[config.mk]
export PLATFORM = sky130hd
export DESIGN_NAME = ula_seq_ctrl
export DESIGN_NICKNAME = d
export VERILOG_FILES = /design/src/rtl/ula_seq_ctrl.sv
export SDC_FILE = /design/constraint.sdc
export NUM_CORES = 1
export LEC_CHECK = 0
export CAP_MARGIN = 10
export CELL_PAD_IN_SITES_DETAIL_PLACEMENT = 0
export CELL_PAD_IN_SITES_GLOBAL_PLACEMENT = 1
export CORE_MARGIN = 5
export CORE_UTILIZATION = 33
export CTS_BUF_LIST = sky130_fd_sc_hd__clkbuf_4
export CTS_CLUSTER_DIAMETER = 150
export CTS_CLUSTER_SIZE = 24
export DETAILED_ROUTE_END_ITERATION = 6
export GPL_TIMING_DRIVEN = 0
export MAX_ROUTING_LAYER = met4
export PLACE_DENSITY = 0.79
export SYNTH_ARGS = -nofsm -noshare
export SYNTH_HDL_FRONTEND = slang
export SYNTH_SLANG_ARGS = --single-unit
[constraint.sdc]
create_clock -name clock -period 1.63 [get_ports clock]
set_clock_uncertainty 0.15 [all_clocks]
set_input_delay 0.2445 -clock clock [delete_from_list [all_inputs] [get_ports clock]]
set_output_delay 0.2445 -clock clock [all_outputs]
set_load 0.01 [all_outputs]
[src/rtl/ula_seq_ctrl.sv]
// ula_seq_ctrl: sequencing controller for a small ULA datapath made of an
// X register, a Y register and an arithmetic/logic unit (the ULA).
//
// The block accepts one command at a time and drives the register and ULA
// control lines for that command. MUL is carried out as a clear of Y followed
// by 'rep' ADD cycles.
//
// Optional feature: define ULA_SEQ_CTRL_OVF_EN to build the sticky overflow
// flag. Without the macro, ovf is tied to 0 and carry is ignored.
//
// Ports:
//   clock     - system clock; all state changes on its rising edge
//   resetn    - asynchronous active-low reset
//   start     - command request, sampled only while idle
//   op[2:0]   - command: CLR, LDX, ADD, SUB, AND, OR, SHY, MUL
//   rep       - MUL iteration count, captured together with start
//   carry     - carry/borrow out of the current ULA operation
//   Tx[1:0]   - X register control: 0 CLEAR, 1 LOAD, 2 HOLD, 3 DIV
//   Ty[1:0]   - Y register control, same encoding as Tx
//   sel[2:0]  - ULA function: 0 ADD, 1 SUB, 2 AND, 3 OR, 4 PASS
//   busy      - high whenever the controller is not idle
//   done      - one-cycle completion pulse
//   ovf       - sticky overflow flag (0 unless ULA_SEQ_CTRL_OVF_EN)
//   fsm_state - current FSM state, for debug and checkers
//
// Handshake: start is a request that is taken in the single cycle the FSM is
// idle; op and rep are captured on that same edge, and any later change to
// start, op or rep has no effect until done has pulsed and the FSM is idle
// again. There is no backpressure; done is a one-cycle pulse.
module ula_seq_ctrl #(
  parameter int REP_W = 4
) (
  input  logic             clock,
  input  logic             resetn,
  input  logic             start,
  input  logic [2:0]       op,
  input  logic [REP_W-1:0] rep,
  input  logic             carry,
  output logic [1:0]       Tx,
  output logic [1:0]       Ty,
  output logic [2:0]       sel,
  output logic             busy,
  output logic             done,
  output logic             ovf,
  output logic [2:0]       fsm_state
);

  typedef enum logic [2:0] {
    S_IDLE    = 3'd0,
    S_EXEC    = 3'd1,
    S_MUL_CLR = 3'd2,
    S_MUL_ADD = 3'd3,
    S_DONE    = 3'd4
  } state_t;

  localparam logic [2:0] OP_CLR = 3'b000;
  localparam logic [2:0] OP_LDX = 3'b001;
  localparam logic [2:0] OP_ADD = 3'b010;
  localparam logic [2:0] OP_SUB = 3'b011;
  localparam logic [2:0] OP_AND = 3'b100;
  localparam logic [2:0] OP_OR  = 3'b101;
  localparam logic [2:0] OP_SHY = 3'b110;
  localparam logic [2:0] OP_MUL = 3'b111;

  localparam logic [1:0] T_CLEAR = 2'd0;
  localparam logic [1:0] T_LOAD  = 2'd1;
  localparam logic [1:0] T_HOLD  = 2'd2;
  localparam logic [1:0] T_DIV   = 2'd3;

  state_t           state;
  state_t           nxt;
  logic [2:0]       op_q;
  logic [REP_W-1:0] rep_q;
  logic [REP_W-1:0] cnt;
  logic [2:0]       cmd_op;
  logic [1:0]       tx_n;
  logic [1:0]       ty_n;
  logic [2:0]       sel_n;

  // While idle the command has not been latched yet, so the EXEC outputs
  // registered on the accepting edge must come from the live op input.
  assign cmd_op    = (state == S_IDLE) ? op : op_q;
  assign fsm_state = state;

  always_comb begin
    nxt = state;
    unique case (state)
      S_IDLE:    if (start) nxt = (op == OP_MUL) ? S_MUL_CLR : S_EXEC;
      S_EXEC:    nxt = S_DONE;
      S_MUL_CLR: nxt = (rep_q != '0) ? S_MUL_ADD : S_DONE;
      // cnt holds the number of ADD cycles still to run, this one included.
      S_MUL_ADD: nxt = (cnt <= REP_W'(1)) ? S_DONE : S_MUL_ADD;
      S_DONE:    nxt = S_IDLE;
      default:   nxt = S_IDLE;
    endcase
  end

  // Control values for the cycle about to start; registered below.
  always_comb begin
    tx_n  = T_HOLD;
    ty_n  = T_HOLD;
    sel_n = 3'b000;
    unique case (nxt)
      S_EXEC: begin
        unique case (cmd_op)
          OP_CLR: begin tx_n = T_CLEAR; ty_n = T_CLEAR; end
          OP_LDX: begin tx_n = T_LOAD;  sel_n = 3'b100; end
          OP_ADD: begin ty_n = T_LOAD;  sel_n = 3'b000; end
          OP_SUB: begin ty_n = T_LOAD;  sel_n = 3'b001; end
          OP_AND: begin ty_n = T_LOAD;  sel_n = 3'b010; end
          OP_OR:  begin ty_n = T_LOAD;  sel_n = 3'b011; end
          OP_SHY: begin ty_n = T_DIV; end
          default: begin end
        endcase
      end
      S_MUL_CLR: ty_n = T_CLEAR;
      S_MUL_ADD: begin ty_n = T_LOAD; sel_n = 3'b000; end
      default:   begin end
    endcase
  end

  always_ff @(posedge clock or negedge resetn) begin
    if (!resetn) begin
      state <= S_IDLE;
      op_q  <= '0;
      rep_q <= '0;
      cnt   <= '0;
      Tx    <= T_HOLD;
      Ty    <= T_HOLD;
      sel   <= 3'b000;
      busy  <= 1'b0;
      done  <= 1'b0;
    end else begin
      state <= nxt;
      if (state == S_IDLE && start) begin
        op_q  <= op;
        rep_q <= rep;
      end
      if (state == S_MUL_CLR) cnt <= rep_q;
      else if (state == S_MUL_ADD) cnt <= cnt - REP_W'(1);
      Tx   <= tx_n;
      Ty   <= ty_n;
      sel  <= sel_n;
      busy <= (nxt != S_IDLE);
      done <= (nxt == S_DONE);
    end
  end

`ifdef ULA_SEQ_CTRL_OVF_EN
  // Sticky: set by a carry during any ADD/SUB into Y, cleared only by the
  // CLR command's execute cycle (the only cycle with Tx and Ty both CLEAR).
  always_ff @(posedge clock or negedge resetn) begin
    if (!resetn) begin
      ovf <= 1'b0;
    end else if (Tx == T_CLEAR && Ty == T_CLEAR) begin
      ovf <= 1'b0;
    end else if (carry && Ty == T_LOAD && (sel == 3'b000 || sel == 3'b001)) begin
      ovf <= 1'b1;
    end
  end
`else
  logic unused_carry;
  assign unused_carry = carry;
  assign ovf = 1'b0;
`endif

endmodule
## Word level (Yosys, flattened, before mapping)

Cells that the tools add are included.

- $add $sub $neg: 1
- Magnitude comparators: 1
- Equal/unequal tests: 14
- Muxes and demuxes: 14
- Reductions and logical operators: 7

Operators with widths:

| kind | count |
|---|---|
| $pmux 3 s4 | 2 |
| $eq 3x2->1 const B | 6 |
| $eq 3x3->1 const B | 5 |
| $mux 3 | 5 |
| $pmux 2 s3 | 2 |
| $eq 3x1->1 const B | 3 |
| $mux 4 | 2 |
| $logic_not 3->1 | 2 |
| $le 4x1->1 const B | 1 |
| $mux 2 | 2 |
| $pmux 2 s2 | 1 |
| $reduce_bool 4->1 | 1 |
| $reduce_or 4->1 | 1 |
| $sub 4x1->4 const B | 1 |
| $reduce_bool 3->1 | 1 |
| $reduce_bool 2->1 | 1 |
| $logic_and 1x1->1 | 1 |

- Flip-flop bits (word level): 23
- Input port bits: 11
- Output and inout bits: 13
- Word-level logic and storage cells: 46

## Depth between registers and ports, before layout

- Depth after elaboration: 6
- Gate-level depth with buffers: 6
- Gate-level depth less buffers: 6

## Least setup slack after synthesis

OpenSTA, ideal clock, no wires.

- Path kind: register to register
- From: reg state[0] (netlist: fsm_state[0])
- To: reg Ty[1]
- Setup time: 0.068 ns
- Arrival: 1.340 ns
- Data required time: 1.412 ns
- Slack: 0.072 ns
- Cell stages (with the launch flop): 5
- Path buffers: 0
- Clock period less this slack: 1.558 ns
- Cells stage by stage: dfrtp_1 > or4_1 > nor2_2 > a211o_2 > a21boi_2

- Longest elaborated chain between the ends: 6
- Elaborated cells on any way between the ends: 19
- Those cells by class: 11 x eq/ne; 5 x mux; 3 x reduce/logical

RTL lines:

| what | line | source |
|---|---|---|
| start: declaration | 70 | `state_t state;` |
| start signal: assignment | 134 | `state <= nxt;` |
| $logic_not 3->1 | 82, 87 |  |
| $mux 3 | 82 | `assign cmd_op = (state == S_IDLE) ? op : op_q;` |
| $eq 3x3->1 / $eq 3x2->1 (equally long branches) | 105 | `unique case (cmd_op)` |
| $reduce_or 4->1 (no line) | n/a |  |
| $pmux 2 s3 | 105 |  |
| $pmux 2 s3 (*) | 103 | `unique case (nxt)` |
| named net ty_n[1] | 77 | `logic [1:0] ty_n;` |
| end signal: assignment | 142 | `Ty <= ty_n;` |
| end: declaration | 40 | `output logic [1:0] Ty,` |

The timed path passes the listed nets; every way through them passes the cells marked *.
A chain may end at the register's enable or synchronous reset.

## Worst setup path after layout

- From: reg cnt[0]
- To: reg Ty[1]

- Longest elaborated chain between the ends: 5
- Elaborated cells on any way between the ends: 7
- Those cells by class: 1 x order compare; 3 x eq/ne; 3 x mux

RTL lines:

| what | line | source |
|---|---|---|
| start: declaration | 74 | `logic [REP_W-1:0] cnt;` |
| start signal: assignment | 139 | `if (state == S_MUL_CLR) cnt <= rep_q;` |
| start signal: assignment | 140 | `else if (state == S_MUL_ADD) cnt <= cnt - REP_W'(1);` |
| $le 4x1->1 (*) | 92 | `S_MUL_ADD: nxt = (cnt <= REP_W'(1)) ? S_DONE : S_MUL_ADD;` |
| $mux 3 (*) | 92 |  |
| $pmux 3 s4 (*) | 87 | `unique case (state)` |
| $eq 3x2->1 / $eq 3x1->1 (equally long branches) | 103 |  |
| $pmux 2 s3 (*) | 103 |  |
| named net ty_n[1] | 77 |  |

Marks and branches as above.

==> summary.md <==
| Metric | Value |
|---|---|
| Post-Syn Area | 864.6 um^2 |
| Post-DP HPWL | 1334 um |
| H-tree depth | 1 |
| Worst-margin pin slew | 0.8406 ns |
| Synth unique cells | 29 |
| Avg Synthesized Cell Area | between 10 and 15 um^2 |
| Worst Path Max Fanout | 4 |
| Worst R2R Start | cnt[0] |
| EDFF count, synth | 0 |
| Net Count, Synth | a little over 90 |
| Switching power | 751.0 uW |
| Finished Layout Cells | 141 |
| Root Buffer | clkbuf_4 |
| Hold Worst Slack | between 0.2 and 0.3 ns |
| # port buffers | 21 |
| Asr flop ratio synth | 100.0% |
| GRT Residual Overflow | 0 |
| Sequential area share after synthesis | 55.28% |
| Worst EP arrival | 1.67 ns |
| Routability congestion estimate | 0.7565 |
| Antenna Cells | 0 |
| Largest net degree at the start of global routing | 20 |
| CTS tree | yes |
| Period Utilization, post-route | 96.75% |
| Via count | 698 |
| Seq cells post-synth | 19 |
| Synth area leaders | dfrtp_1 49%, dfstp_2 6.1%, mux2_1 5.2% |
| Routed Antenna Nets | 0 |
| Antenna violations before repair | 0 |
| All-Layer GR Usage | a little under an eighth |
| Critical path class | reg2reg |
| Remaining DRCs | 0 |
| Critical Path End Type | register |
| Combinational Power Share | a little under half |
| Pint | 1.257 mW |
| VDD IR max | 0.0007266 V |
| P per Cell Area | 1633 mW/mm^2 |
| P_leak | 0.5631 nW |
| Final nets | 125 |
| CTS Sinks | 19 |
| Clock power frac | 12.0% |
| Slew Limit Fails | 0 |
| Post-synthesis cell count | 80 |
| Share of cells above drive strength 1 | a little over a quarter |
| Post-layout instance area | 0.001230 mm^2 |
| Die Y | 61.19 um |
| Post-synth top area cell | dfrtp_1 |
| Final Setup Violations | 0 |
| Final WL | ~1900 um |
| IO Pins | 24 |
| Longest Clk Path Bufs | 2 |
| Status | completed |
| Placed cell count | 131 |
| First-pass GRT wire length | 3098 um |
| Initial Utilization | between 30% and 40% |
| CTS buffer count | 3 |
| Switching Fraction | 37.39% |
| Floorplan row count | 18 |
| Max transition margin | between 40 and 50% |
| Worst-skew pair later-pin latency | 0.30 ns |
| Max Cap Violations | 0 |
| R2r setup slk | approximately 0.053 ns |
| Fill count | 235 |
| Req. time, crit path | approximately 1.7 ns |
| Startpoint types | register |
| Total Power | 2.008 mW |
| Number of global-route vias before repair | 683 |
| Clk slew on worst S/H paths | 0.11 ns |
| Top_reg_cell synth | dfrtp_1 |
| Max frequency | 0.6341 GHz |
| Vias/cell | 4.950 |
| Hold Vio Cnt, Final | 0 |
| CORE AREA | ~0.0025 mm^2 |
| Final min period | 1.577 ns |
| Setup_tns | 0 ns |
| Width of the die | approximately 60 um |
| Drt first pass iters | 4 |
| Flop pwr share | 40.9% |
| Min-delay worst type | in2async |
| Share of Yosys cell area claimed by the top area cell type | 49.20% |
| Placement Cell Area | 0.001112 mm^2 |
| Iteration-0 DRC count of the detailed router | 15 |
| Critical path startpoint | cnt[0] |
| YS warnings | 0 |
| Wire per inst | ~14 um |
| Die Area | 0.003744 mm^2 |
| Layout area overhead | 42.26% |
[worst max-delay path, stage by stage (launching register included)]
cell	delay, ns
dfrtp_1	0.43
inv_2	0.08
ha_4	0.18
nor2_4	0.11
nor3_1	0.07
a211o_4	0.35
a21boi_2	0.16
[power groups by stage]
stage | Clock, mW | Sequential, mW | Combinational, mW
floorplan | 0 | 0.827 | 0.413
detailed placement | 0 | 0.829 | 0.741
finish | 0.240 | 0.822 | 0.946
CTS | 0.254 | 0.806 | 0.803
global placement | 0 | 0.814 | 0.717
global route | 0.273 | 0.848 | 1.05
[per-stage QoR]
| step | setup WS, ns | utilization, % |
|---|---|---|
| floorplan | 0.07199 | - |
| global placement | -0.1897 | 44.49 |
| detailed placement | -0.2009 | 44.49 |
| CTS | 0.001733 | 46.50 |
| global route | -0.03664 | 49.20 |
| finish | 0.05300 | 49.20 |
[area by class of cell]
type,count,area (um^2),area share (%)
Sequential cell,19,481.7,39.17
Multi-Input combinational cell,54,386.6,31.43
Timing Repair Buffer,27,254.0,20.65
Tap cell,30,37.54,3.052
Buffer,5,35.03,2.848
Clock buffer,3,22.52,1.831
Inverter,2,7.507,0.6104
Clock inverter,1,5.005,0.4069
[per-layer routing]
metal / vias to the layer above / wire, um / GRT usage (%)
met5: - / 0 / -
met1: 337 / 834 / 13.61
li1: 340 / - / -
met2: 16 / 961 / 19.34
met3: 5 / 61 / 1.468
met4: 0 / 57 / 8.359
[cell families after synthesis]
group           share of synthesized area [%]
fa+ha+maj                               2.894
flops                                   55.28
mux                                     5.209
buf+inv                                 4.485
other cells                            0.4337
simple gates                            17.51
compound gates                          13.17
xor+xnor                                1.013
[what timing repair did]
action / 4_1_cts / 5_1_grt
endpoints found under the setup margin: 11 / 11
gates resized for setup: 9 / 12
hold buffers: 0 / 0
setup buffers: 3 / 3
pin swaps: 2 / 4
[placed cells by master (no fill, tap or decap), types with 2 or more instances in the layout]
master / Yosys / routed
nand3_1: 2 / 2
o21ai_0: 5 / 5
a22oi_1: 2 / 2
nand2_1: 8 / 8
dfrtp_2: 0 / 3
nor3_1: 4 / 4
dlygate4sd2_1: 0 / 5
nor2_4: 0 / 2
inv_2: 0 / 2
clkbuf_4: 0 / 3
dfstp_2: 2 / 2
o21ai_1: 4 / 4
nor2_1: 7 / 6
clkdlybuf4s50_1: 0 / 14
a21oi_1: 2 / 2
o211ai_1: 2 / 2
buf_4: 3 / 8
dfrtp_1: 17 / 14
mux2_1: 4 / 4
dlymetal6s2s_1: 0 / 2
[flip-flops by register name, summed over array words and instances (netlist names)]
| register | flops |
|---|---|
| busy | 1 |
| Tx | 2 |
| done | 1 |
| sel | 2 |
| Ty | 2 |
| cnt | 4 |
| rep_q | 4 |
| fsm_state | 3 |
[synth_stat cells, drive strengths merged (2+ instances only)]
| cell | instances |
|---|---|
| o21ai | 9 |
| nor2 | 8 |
| dfstp | 2 |
| dfrtp | 17 |
| nor3 | 4 |
| nand3 | 2 |
| ha | 2 |
| o211ai | 2 |
| mux2 | 4 |
| a21oi | 2 |
| buf | 4 |
| inv | 2 |
| a22oi | 2 |
| nand2 | 8 |
[path summary, 6_finish.rpt]
check,to,cells after the start
max,Ty[1],6
min,rep_q[0],1
max reg2reg,Ty[1],6
min reg2reg,rep_q[2],1
max in group asynchronous,fsm_state[1],1
min in group clock,rep_q[2],1
Power figures use the tool's default switching activity.
